--- config.mk ---
export PLATFORM = sky130hd
export DESIGN_NAME = snoop_bus_arbiter
export DESIGN_NICKNAME = d
export VERILOG_FILES = /design/src/rtl/snoop_bus_arbiter.sv
export SDC_FILE = /design/constraint.sdc
export NUM_CORES = 1
export LEC_CHECK = 0
export ABC_AREA = 1
export CORE_AREA = 2 2 50 98
export CTS_BUF_LIST = sky130_fd_sc_hd__clkbuf_16
export DETAILED_ROUTE_END_ITERATION = 7
export DIE_AREA = 0 0 52 100
export PLACE_DENSITY = 0.6
export REMOVE_ABC_BUFFERS = 1
export SYNTH_ARGS = -nofsm -noshare
export SYNTH_HDL_FRONTEND = slang
export SYNTH_SLANG_ARGS = --single-unit
--- constraint.sdc ---
create_clock -name plusclk -period 3.25 [get_ports plusclk]
set_clock_uncertainty 0.15 [all_clocks]
set_input_delay 0.325 -clock plusclk [delete_from_list [all_inputs] [get_ports plusclk]]
set_output_delay 0.325 -clock plusclk [all_outputs]
set_load 0.005 [all_outputs]
--- src/rtl/snoop_bus_arbiter.sv ---
// Snoopy bus arbiter: write-back (op=1) transfers beat read-miss (op=0) transfers,
// round-robin within each class, fixed tenure per grant, optional bus turnaround.
module snoop_bus_arbiter #(
  parameter int NUM_REQ     = 4,
  parameter int ID_W        = 2,
  parameter int TURN_CYCLES = 1
) (
  input  logic                   plusclk,
  input  logic                   rst,
  input  logic [NUM_REQ-1:0]     bus_req,
  input  logic [NUM_REQ-1:0]     bus_req_op,
  input  logic [4*NUM_REQ-1:0]   bus_req_clc,
  output logic [NUM_REQ-1:0]     bus_get,
  output logic [ID_W-1:0]        bus_owner,
  output logic                   bus_busy,
  output logic                   grant_op
);

  localparam logic [ID_W:0] NREQ = (ID_W+1)'(NUM_REQ);

  typedef enum logic [1:0] {IDLE, GRANT, TURN} state_t;

  state_t            state;
  logic [3:0]        cnt;
  logic [1:0]        turn_cnt;
  logic [ID_W-1:0]   ptr_addr;
  logic [ID_W-1:0]   ptr_data;

  logic                 any_data;
  logic                 arb_found;
  logic                 owner_req;
  logic                 tenure_end;
  logic                 arb_now;
  logic [NUM_REQ-1:0]   cand;
  logic [2*NUM_REQ-1:0] cand_rot;
  logic [ID_W-1:0]      arb_ptr;
  logic [ID_W-1:0]      arb_idx;
  logic [ID_W-1:0]      arb_ptr_next;
  logic [ID_W:0]        sum;
  logic [3:0]           arb_clc;

  always_comb begin
    any_data  = |(bus_req & bus_req_op);
    cand      = any_data ? (bus_req & bus_req_op) : (bus_req & ~bus_req_op);
    arb_ptr   = any_data ? ptr_data : ptr_addr;
    // Rotate the candidate vector so the search always starts at bit 0.
    cand_rot  = {cand, cand} >> arb_ptr;
    arb_found = 1'b0;
    sum       = '0;
    for (int unsigned i = 0; i < NUM_REQ; i++) begin
      if (!arb_found && cand_rot[i]) begin
        arb_found = 1'b1;
        sum       = {1'b0, arb_ptr} + (ID_W+1)'(i);
      end
    end
    if (sum >= NREQ) sum = sum - NREQ;
    arb_idx      = sum[ID_W-1:0];
    arb_ptr_next = (arb_idx == ID_W'(NUM_REQ-1)) ? '0 : arb_idx + 1'b1;

    arb_clc = '0;
    for (int unsigned j = 0; j < NUM_REQ; j++) begin
      if (arb_idx == ID_W'(j)) arb_clc = bus_req_clc[4*j +: 4];
    end
    if (arb_clc == 4'd0) arb_clc = 4'd1;

    owner_req  = |(bus_req & bus_get);
    tenure_end = (state == GRANT) && ((cnt == 4'd1) || !owner_req);
    // The last turnaround edge, or a tenure exit with no turnaround, arbitrates
    // exactly as IDLE would, so the gap between grants is TURN_CYCLES cycles.
    arb_now    = (state == IDLE) ||
                 ((state == TURN) && (turn_cnt == 2'd1)) ||
                 (tenure_end && (TURN_CYCLES == 0));
  end

  always_ff @(posedge plusclk or negedge rst) begin
    if (!rst) begin
      state     <= IDLE;
      cnt       <= '0;
      turn_cnt  <= '0;
      ptr_addr  <= '0;
      ptr_data  <= '0;
      bus_get   <= '0;
      bus_owner <= '0;
      bus_busy  <= 1'b0;
      grant_op  <= 1'b0;
    end else begin
      case (state)
        GRANT: begin
          if (tenure_end) begin
            bus_get   <= '0;
            bus_owner <= '0;
            bus_busy  <= 1'b0;
            grant_op  <= 1'b0;
            cnt       <= '0;
            state     <= (TURN_CYCLES > 0) ? TURN : IDLE;
            turn_cnt  <= 2'(TURN_CYCLES);
          end else begin
            cnt <= cnt - 1'b1;
          end
        end
        TURN: begin
          if (turn_cnt == 2'd1) state <= IDLE;
          else                  turn_cnt <= turn_cnt - 1'b1;
        end
        default: ;
      endcase

      if (arb_now && arb_found) begin
        bus_get          <= '0;
        bus_get[arb_idx] <= 1'b1;
        bus_owner        <= arb_idx;
        bus_busy         <= 1'b1;
        grant_op         <= any_data;
        cnt              <= arb_clc;
        state            <= GRANT;
        if (any_data) ptr_data <= arb_ptr_next;
        else          ptr_addr <= arb_ptr_next;
      end
    end
  end

endmodule

Yosys cells after proc, flatten, opt, wreduce, memory -nomap -nowiden:

Index checks and enable logic that the tools add are counted.

* bits in registers: 20
* input port bits: 26
* output and inout bits: 8
* logic and storage cells: 102

* add/subtract/negate cells: 7
* order comparisons: 3
* equality and inequality tests: 11
* shifts and indexed selects: 1
* multiplexer cells: 39
* bitwise gates (word level): 5
* reduce and logical (&&, ||, !) cells: 27

Operator list (number)
* 4-bit 2-to-1 mux: 12
* 2-bit 2-to-1 mux: 12
* 4-bit bitwise AND: 3
* 1-bit 2-to-1 mux: 9
* 3-bit 2-to-1 mux: 3
* 2-bit case mux with 2 select lines: 2
* 4-bit OR reduction: 2
* 8-bit by 2-bit >> shifter with 4-bit output: 1
* 1-bit logical AND: 7
* 2-bit by 2-bit adder with 3-bit output (second input constant): 2
* 2-bit by 1-bit == test with 1-bit output (second input constant): 3
* 2-bit == test (second input constant): 3
* 2-bit AND reduction: 3
* 3-bit AND reduction: 2
* 2-bit nonzero test: 3
* 4-bit by 1-bit == test with 1-bit output (second input constant): 1
* 1-bit zero test: 4
* 2-bit zero test: 2
* 4-bit zero test: 1
* 2-bit != test (second input constant): 2
* 4-bit inverter: 1
* 2-bit by 1-bit subtractor with 2-bit output (second input constant): 2
* 4-bit by 1-bit subtractor with 4-bit output (second input constant): 1
* 2-bit by 1-bit adder with 3-bit output (second input constant): 1
* 10 further kinds: 11

Logic depth before layout (Yosys ltp):

Gate-level depths: netlist of run 1.

* depth after elaboration: 24
* mapped depth: 24
* depth with buffers taken out: 24

Worst setup path before layout of run 1:

Ideal clock, no wire load.

* path type: input to register
* start: input bus_req[1]
* end: register cnt[0]
* arrival time: 2598 ps
* path slack: 434 ps
* cell stages on the path: 23
* path buffers: 1
* cell sequence: nand2_1 > nand2_2 > nor2_4 > buf_6 > nand2_1 > nand2_1 > nand2_2 > nand3_1 > nand2_2 > nand2_1 > nand3_1 > nand3_2 > inv_1 > ha_1 > inv_1 > nand2_1 > o21ai_0 > o21ai_0 > o21ai_0 > inv_1 > o31ai_1 > nand2_1 > nand3_1

* longest elaborated chain between the ends: 24
* elaborated cells on any way between the ends: 46
* classes of those cells: 4 x add/sub; 1 x order compare; 3 x eq/ne; 1 x shift; 19 x mux; 3 x bitwise; 15 x reduce/logical

RTL lines
* start: declaration: RTL line 10 `input logic [NUM_REQ-1:0] bus_req,`
* 4-bit bitwise AND: RTL line 43, 44
* 4-bit OR reduction: RTL line 43 `any_data = |(bus_req & bus_req_op);`
* 4-bit 2-to-1 mux or 2-bit 2-to-1 mux (tied branches): RTL line 44, 45
* 8-bit by 2-bit >> shifter with 4-bit output: RTL line 47 `cand_rot = {cand, cand} >> arb_ptr;`
* 1-bit 2-to-1 mux: RTL line 51 `if (!arb_found && cand_rot[i]) begin`
* 1-bit zero test: RTL line 51
* 1-bit logical AND: RTL line 51
* 1-bit 2-to-1 mux: RTL line 51
* (+5 left out)
* 3-bit 2-to-1 mux: RTL line 51
* 3-bit greater-or-equal comparator or 2-bit by 1-bit subtractor with 2-bit output (tied branches): RTL line 56 `if (sum >= NREQ) sum = sum - NREQ;`
* 2-bit 2-to-1 mux: RTL line 56
* 2-bit zero test: RTL line 62 `if (arb_idx == ID_W'(j)) arb_clc = bus_req_clc[4*j +: 4];`
* 4-bit 2-to-1 mux (4 in a row): RTL line 62
* 4-bit zero test: RTL line 64 `if (arb_clc == 4'd0) arb_clc = 4'd1;`
* 4-bit 2-to-1 mux: RTL line 64
* 4-bit 2-to-1 mux: RTL line 108 `if (arb_now && arb_found) begin`
* end signal: assignment: RTL line 98 `cnt <= cnt - 1'b1;`
* end signal: assignment: RTL line 114 `cnt <= arb_clc;`
* end: declaration: RTL line 24 `logic [3:0] cnt;`

Parallel ways exist; a longest one is shown, timed or not. The select of a mux whose other input is x is not followed.
A chain may end at the register's enable or synchronous reset.

Final worst setup path of run 1:

Ends and elaborated chain as after synthesis.

==> impl_metrics.tcl, run 1 <==
set metrics [dict create \
    status "complete, no violations" \
    max_slew_margin 0.369 \
    crit_required_ns 3.29 \
    post-dp-hpwl_um 3480 \
    clk_latency_ns 0.25 \
    cts_hold_buf 0 \
    setup_viol 0 \
    seq_area_um2 500 \
    synthTopCellsByArea "dfrtp_1 29%, nand2_1 18%, nand3_1 8.4%" \
    numCtsBuffers 3 \
    grt_pass1_wl_um 7310 \
    maxCapViolations 0 \
    viasPerCell 4.96 \
    io_buffers 33 \
    cp_max_fo 8 \
    cpPeakStageDelay_ns 0.29 \
    wire_per_inst_um 12.4 \
    hold_viol 0 \
    r2r-end "cnt[0]$_DFFE_PN0P_" \
    peakVddDrop_v 0.000726 \
    crit_top_cell "buf_4" \
    netlist_area_um2 1720 \
    globalRouteOverflowTotal 0 \
    worst_pin_slew_ns 0.943 \
    cts_tree "built" \
    start_kind "input port" \
    fin_crit_ns 3.06 \
    via_count 1898 \
    path_buf_inv 8 \
    power.total_mw 3.31 \
    syn_area_per_cell_um2 6.79 \
    r2r_slack_ns 0.50 \
    cpMaxStageDelayCell "dlygate4sd2_1" \
    ys_ff_latch 20 \
    pin_count 34 \
    drt_iter0_markers 39 \
    fp.dieW_um 52 \
    ant_nets 0 \
    synth.distinct_cells 27 \
    min_path_type "reg2reg" \
    grt_usage 0.180 \
    synth_edf_count 0 \
    final_cell_mix "77 x nand2_1, 40 x buf_4, 29 x inv_1" \
    die_area_um2 5200 \
    area_growth_pct 54.1 \
    clkTransAtPathRegs_ns 0.06 \
    h-tree-depth 1 \
    startpoint "bus_req[1]" \
    initial_core_util 0.381 \
    wl_um 4740 \
    clkSinkCount 20 \
    path_cells "dlygate4sd2_1 > nand2_2 > nand2_4 > nor2_4 > buf_12 > nand2_2 > o21ai_4 > inv_4 > buf_4 > buf_4 > buf_4 > nand4_1 > nand3_2 > nand2_4 > inv_4 > ha_4 > a21oi_1 > o21ai_1 > o21ai_1 > inv_1 > o31ai_1 > nand2_1 > nand3_1" \
    yosys.area.top_type "dfrtp_1" \
    leakagePower_nw 1.38 \
    synth_top_area_frac 0.291 \
    antenna_found_initial 0 \
    path_delay_family "buffers and inverters" \
    drcViolationCount 0 \
    fin_area_um2 2650 \
    final_nets 365 \
    min_period_over_period 0.942 \
    worst-setup-path-type "in2reg" \
    grt_pass1_vias 1683 \
    place_congestion 0.863 \
    root_buffer "clkbuf_16" \
    num_rows 35 \
    die_h_um 100 \
    firstDrtPassIters 4 \
    end_kind "flop" \
    mostFrequentLayoutCell "nand2_1" \
    clock_path_buffers 2 \
    antenna_cells 0 \
    crit_cells 23 \
    coreArea_um2 4510 \
    slew_viol_final 0 \
    ys_warn_count 0 \
    max_freq_ghz 0.327 \
    async_flop_share 1.00 \
    seq_area_frac_synth 0.291 \
    p_per_area_nw_per_um2 1250 \
    r2r_cells 19 \
    n_fill_cell 413 \
    drive_gt1_frac 0.287 \
    worstSetupEndpoint "cnt[0]$_DFFE_PN0P_" \
    synth_ff_type "dfrtp_1" \
    grt_max_degree 24 \
    multiInputGateArea_um2 1170 \
    r2r-start "ptr_data[0]$_DFFE_PN0P_" \
    syn_inst 253 \
    dpl-instance-area_um2 2340 \
    worstPathArrival_ns 3.10 \
]
synth_stat cells (3+ instances only):
| library cell | n |
|---|---|
| inv_1 | 32 |
| buf_6 | 3 |
| o21ai_2 | 5 |
| a21oi_1 | 9 |
| o21ai_0 | 19 |
| ha_1 | 10 |
| dfrtp_1 | 20 |
| nand3_1 | 29 |
| nand2_2 | 14 |
| nor2_1 | 7 |
| nand4_1 | 3 |
| nand2_1 | 82 |
repair_timing:
item	4_1_cts	5_1_grt
gates cloned	0	0
pin swaps	2	11
buffers inserted	3	6
resized for setup	5	39
setup endpoints to repair	3	4
worst reg2reg max path, cell delays in order (launching register included):
cell	delay (ns)
dfrtp_1	0.40
o21ai_0	0.10
nand2_2	0.16
nand2_1	0.13
nand3_2	0.09
nand2_2	0.14
nand3_2	0.13
nand2_1	0.09
nand2_2	0.07
nand3_4	0.10
inv_2	0.07
ha_4	0.16
buf_4	0.13
a21oi_1	0.14
o21ai_1	0.09
o21ai_1	0.07
inv_1	0.06
o31ai_1	0.24
nand2_1	0.08
nand3_1	0.08
through the flow:
step / hold WS [ns] / TNS, ns / std cells / util / setup slack (ns)
after CTS: 0.336 / 0 / 377 / 0.548 / 0.00834
final: 0.338 / 0 / 383 / 0.587 / 0.190
after global placement: 0.310 / -1.11 / 370 / 0.519 / -0.354
after floorplan: -0.121 / 0 / 249 / - / 0.359
after global routing: 0.373 / -0.00776 / 383 / 0.587 / -0.00776
after detailed placement: 0.321 / -1.18 / 370 / 0.519 / -0.376
registers in the layout (all words and copies together), names as in the netlist:
| register | count |
|---|---|
| bus_get | 4 |
| cnt | 4 |
| bus_owner | 2 |
| ptr_addr | 2 |
| ptr_data | 2 |
| state | 2 |
| turn_cnt | 2 |
| bus_busy | 1 |
| grant_op | 1 |
cell type report:
| type | count | share of cell area |
|---|---|---|
| Multi-Input combinational cell | 195 | 0.440 |
| Inverter | 34 | 0.0501 |
| Tap cell | 55 | 0.0260 |
| Clock buffer | 3 | 0.0284 |
| Sequential cell | 20 | 0.189 |
| Clock inverter | 1 | 0.0113 |
| Timing Repair Buffer | 75 | 0.255 |
how the worst min path moves through the flow:
| stage | start | to | slack (ns) | cells after the start |
|---|---|---|---|---|
| 2_1_floorplan | rst | bus_busy$_DFFE_PN0P_ | -0.12 | 0 |
| 3_3_place_gp | ptr_data[1]$_DFFE_PN0P_ | ptr_data[1]$_DFFE_PN0P_ | 0.31 | 2 |
| 3_5_place_dp | bus_busy$_DFFE_PN0P_ | bus_busy$_DFFE_PN0P_ | 0.32 | 2 |
| 4_1_cts | bus_busy$_DFFE_PN0P_ | bus_busy$_DFFE_PN0P_ | 0.34 | 2 |
| 5_1_grt | bus_busy$_DFFE_PN0P_ | bus_busy$_DFFE_PN0P_ | 0.37 | 2 |
| 6_report | bus_busy$_DFFE_PN0P_ | bus_busy$_DFFE_PN0P_ | 0.34 | 2 |
metal layers:
metal,vias to the layer above,global-route usage,part of all wire
met3,4,0.0313,0.047
met5,-,0,0
met2,55,0.318,0.52
met4,0,0.0304,0.013
li1,966,-,-
met1,873,0.224,0.42
power breakdown:
part           total, mW  internal [mW]  switching (mW)
Combinational       2.53           1.18            1.34
Clock              0.337          0.244          0.0927
Sequential         0.444          0.370          0.0742
Total               3.31           1.80            1.51
cells by family (layout without fill, tap and decap cells):
| logic type | after synthesis | count (layout) | synth area share |
|---|---|---|---|
| simple gates | 143 | 143 | 0.387 |
| flops | 20 | 20 | 0.291 |
| fa+ha+maj | 10 | 10 | 0.0728 |
| compound gates | 39 | 39 | 0.138 |
| buf+inv | 38 | 113 | 0.0961 |
| xor+xnor | 3 | 3 | 0.0153 |
(Power assumes the default switching activity.)
==> inputs of run 2 (changes only) <==
Settings changed: CTS_CLUSTER_SIZE set to 16.
==> results of run 2 <==
Same layout as run 1: the final DEF is identical, and so are final timing and power.
==> inputs of run 3 (changes only) <==
Settings changed: DONT_BUFFER_PORTS set to 1, PLACE_DENSITY 0.6 to 0.51.
==> run 3 against run 2 <==
  * Worst hold slack got worse by 0.14 ns
  * Utilization fell by 17 points
  * Critical path depth stayed put
  * Sequential power is 2% higher
  * Final cell count down 19%
  * Clock-buffer cell count unchanged
  * Highest routed layer unchanged
  * Non-clock buffer count fell by 71
  * Largest cell class unchanged
  * Power shrank 30%
  * Wire length shrank 16%
  * Clock power fell by 25%
  * First-iteration DRC count grew 44%
==> impl_metrics.tcl, run 3 (same netlist as run 1, synthesis figures left out) <==
set metrics [dict create \
    use_met1 0.209 \
    clk_latency_ns 0.25 \
    min_period_over_period 0.895 \
    wire_per_inst_um 12.7 \
    num_rows 35 \
    timing.hold.ws_ns 0.198 \
    ant_nets 0 \
    multiInputGateArea_um2 1050 \
    io_buffers 0 \
    n_fill_cell 478 \
    fin_crit_ns 2.91 \
    drcViolationCount 0 \
    pin_count 34 \
    start_kind "input port" \
    final_nets 294 \
    crit_top_cell "nand2_1" \
    slew_viol_final 0 \
    h-tree-depth 1 \
    cp_max_fo 7 \
    cpPeakStageDelay_ns 0.24 \
    maxCapViolations 0 \
    die_area_um2 5200 \
    grt_max_degree 24 \
    path_cells "nand2_1 > nand2_2 > nor2_4 > buf_4 > nand2_1 > nand2_1 > nand2_1 > nand3_1 > nand2_2 > nand2_1 > nand3_1 > nand3_2 > inv_1 > ha_1 > inv_2 > nand2_1 > o21ai_0 > o21ai_0 > o21ai_0 > inv_1 > o31ai_1 > nand2_1 > nand3_1" \
    worstPathArrival_ns 2.95 \
    grt_pass1_wl_um 6620 \
    drive_gt1_frac 0.144 \
    fin_ws_ns 0.340 \
    met3_usage 0.0357 \
    clkTransAtPathRegs_ns 0.06 \
    leakagePower_nw 0.982 \
    hold_viol 0 \
    place_congestion 0.958 \
    final_util 0.412 \
    grt_busiest_layer "met2" \
    seq_area_um2 500 \
    rsz0062_at_grt "false" \
    antenna_found_initial 0 \
    setup_viol 0 \
    root_buffer "clkbuf_16" \
    clock_path_buffers 2 \
    antenna_cells 0 \
    cpMaxStageDelayCell "ha_1" \
    grt_usage 0.166 \
    area_growth_pct 8.30 \
    clkSinkCount 20 \
    mostFrequentLayoutCell "nand2_1" \
    worst-setup-path-type "in2reg" \
    viasPerCell 5.09 \
    max_freq_ghz 0.344 \
    initial_core_util 0.381 \
    reg_top3 "bus_get (4), cnt (4)" \
    coreArea_um2 4510 \
    status "complete, no violations" \
    grt_pass1_vias 1525 \
    fp.dieW_um 52 \
    crit_required_ns 3.29 \
    met2_usage 0.277 \
    end_kind "flop" \
    globalRouteOverflowTotal 0 \
    p_per_area_nw_per_um2 1240 \
    pre_cts_slack_ns -0.0347 \
    numCtsBuffers 3 \
    die_h_um 100 \
    final_cell_mix "82 x nand2_1, 31 x inv_1, 29 x nand3_1" \
    post-dp-hpwl_um 3200 \
    cts_tree "built" \
    min_path_type "in2reg" \
    fin_tns_setup_ns 0 \
    wl_um 3960 \
    max_slew_margin 0.367 \
    via_count 1588 \
    peakVddDrop_v 0.000816 \
    drt_iter0_markers 56 \
    worst_pin_slew_ns 0.946 \
    firstDrtPassIters 4 \
]
-- run 3: per-layer routing --
metal | share of wire | vias to the layer above | wire length, um
li1 | - | 822 | -
met1 | 0.42 | 706 | 1680
met2 | 0.49 | 53 | 1960
met3 | 0.061 | 7 | 243
met4 | 0.021 | 0 | 84
met5 | 0 | - | 0
-- run 3: metrics by stage --
| stage | cells | power (mW) | cell area, um2 |
|---|---|---|---|
| 2_1_floorplan | 249 | 1.73 | 1680 |
| 3_3_place_gp | 305 | 2.04 | 1760 |
| 3_5_place_dp | 305 | 2.06 | 1760 |
| 4_1_cts | 310 | 2.33 | 1850 |
| 5_1_grt | 312 | 2.60 | 1860 |
| 6_report | 312 | 2.31 | 1860 |
-- run 3: cell type report --
cell class | count | share of cell area
clock buffer | 3 | 0.0403
clock inverter | 1 | 0.00202
inverter | 34 | 0.0686
multi-input combinational | 195 | 0.566
sequential | 20 | 0.269
tap | 55 | 0.0370
timing repair buffer | 4 | 0.0175
-- run 3: worst paths after layout --
kind | startpoint | endpoint | slack, ns | cells after the start
max | bus_req_op[0] | cnt[0]$_DFFE_PN0P_ | 0.34 | 23
min | bus_req_clc[13] | cnt[1]$_DFFE_PN0P_ | 0.20 | 4
max reg2reg | ptr_data[1]$_DFFE_PN0P_ | cnt[0]$_DFFE_PN0P_ | 0.37 | 19
min reg2reg | ptr_data[1]$_DFFE_PN0P_ | ptr_data[1]$_DFFE_PN0P_ | 0.34 | 2
max in group asynchronous | rst | ptr_addr[0]$_DFFE_PN0P_ | 1.85 | 1
min in group asynchronous | rst | turn_cnt[0]$_DFFE_PN0P_ | 0.52 | 1
-- run 3: worst max-delay path: cells and delay by family --
kind | cells | cell delay, ns
compound gates | 4 | 0.46
fa+ha+maj | 1 | 0.24
buf+inv | 4 | 0.46
simple gates | 14 | 1.45
-- run 3: what timing repair did --
action | in CTS | in global routing
setup buffers | 0 | 2
resized for setup | 0 | 3
hold buffers | 1 | 0
endpoints found under the setup margin | 0 | 1
endpoints found under the hold margin | 20 | 0
-- run 3: power by group --
group / switching [mW] / internal [mW]
sequential: 0.0838 / 0.370
combinational: 1.04 / 0.563
clock: 0.0898 / 0.164
total: 1.21 / 1.10
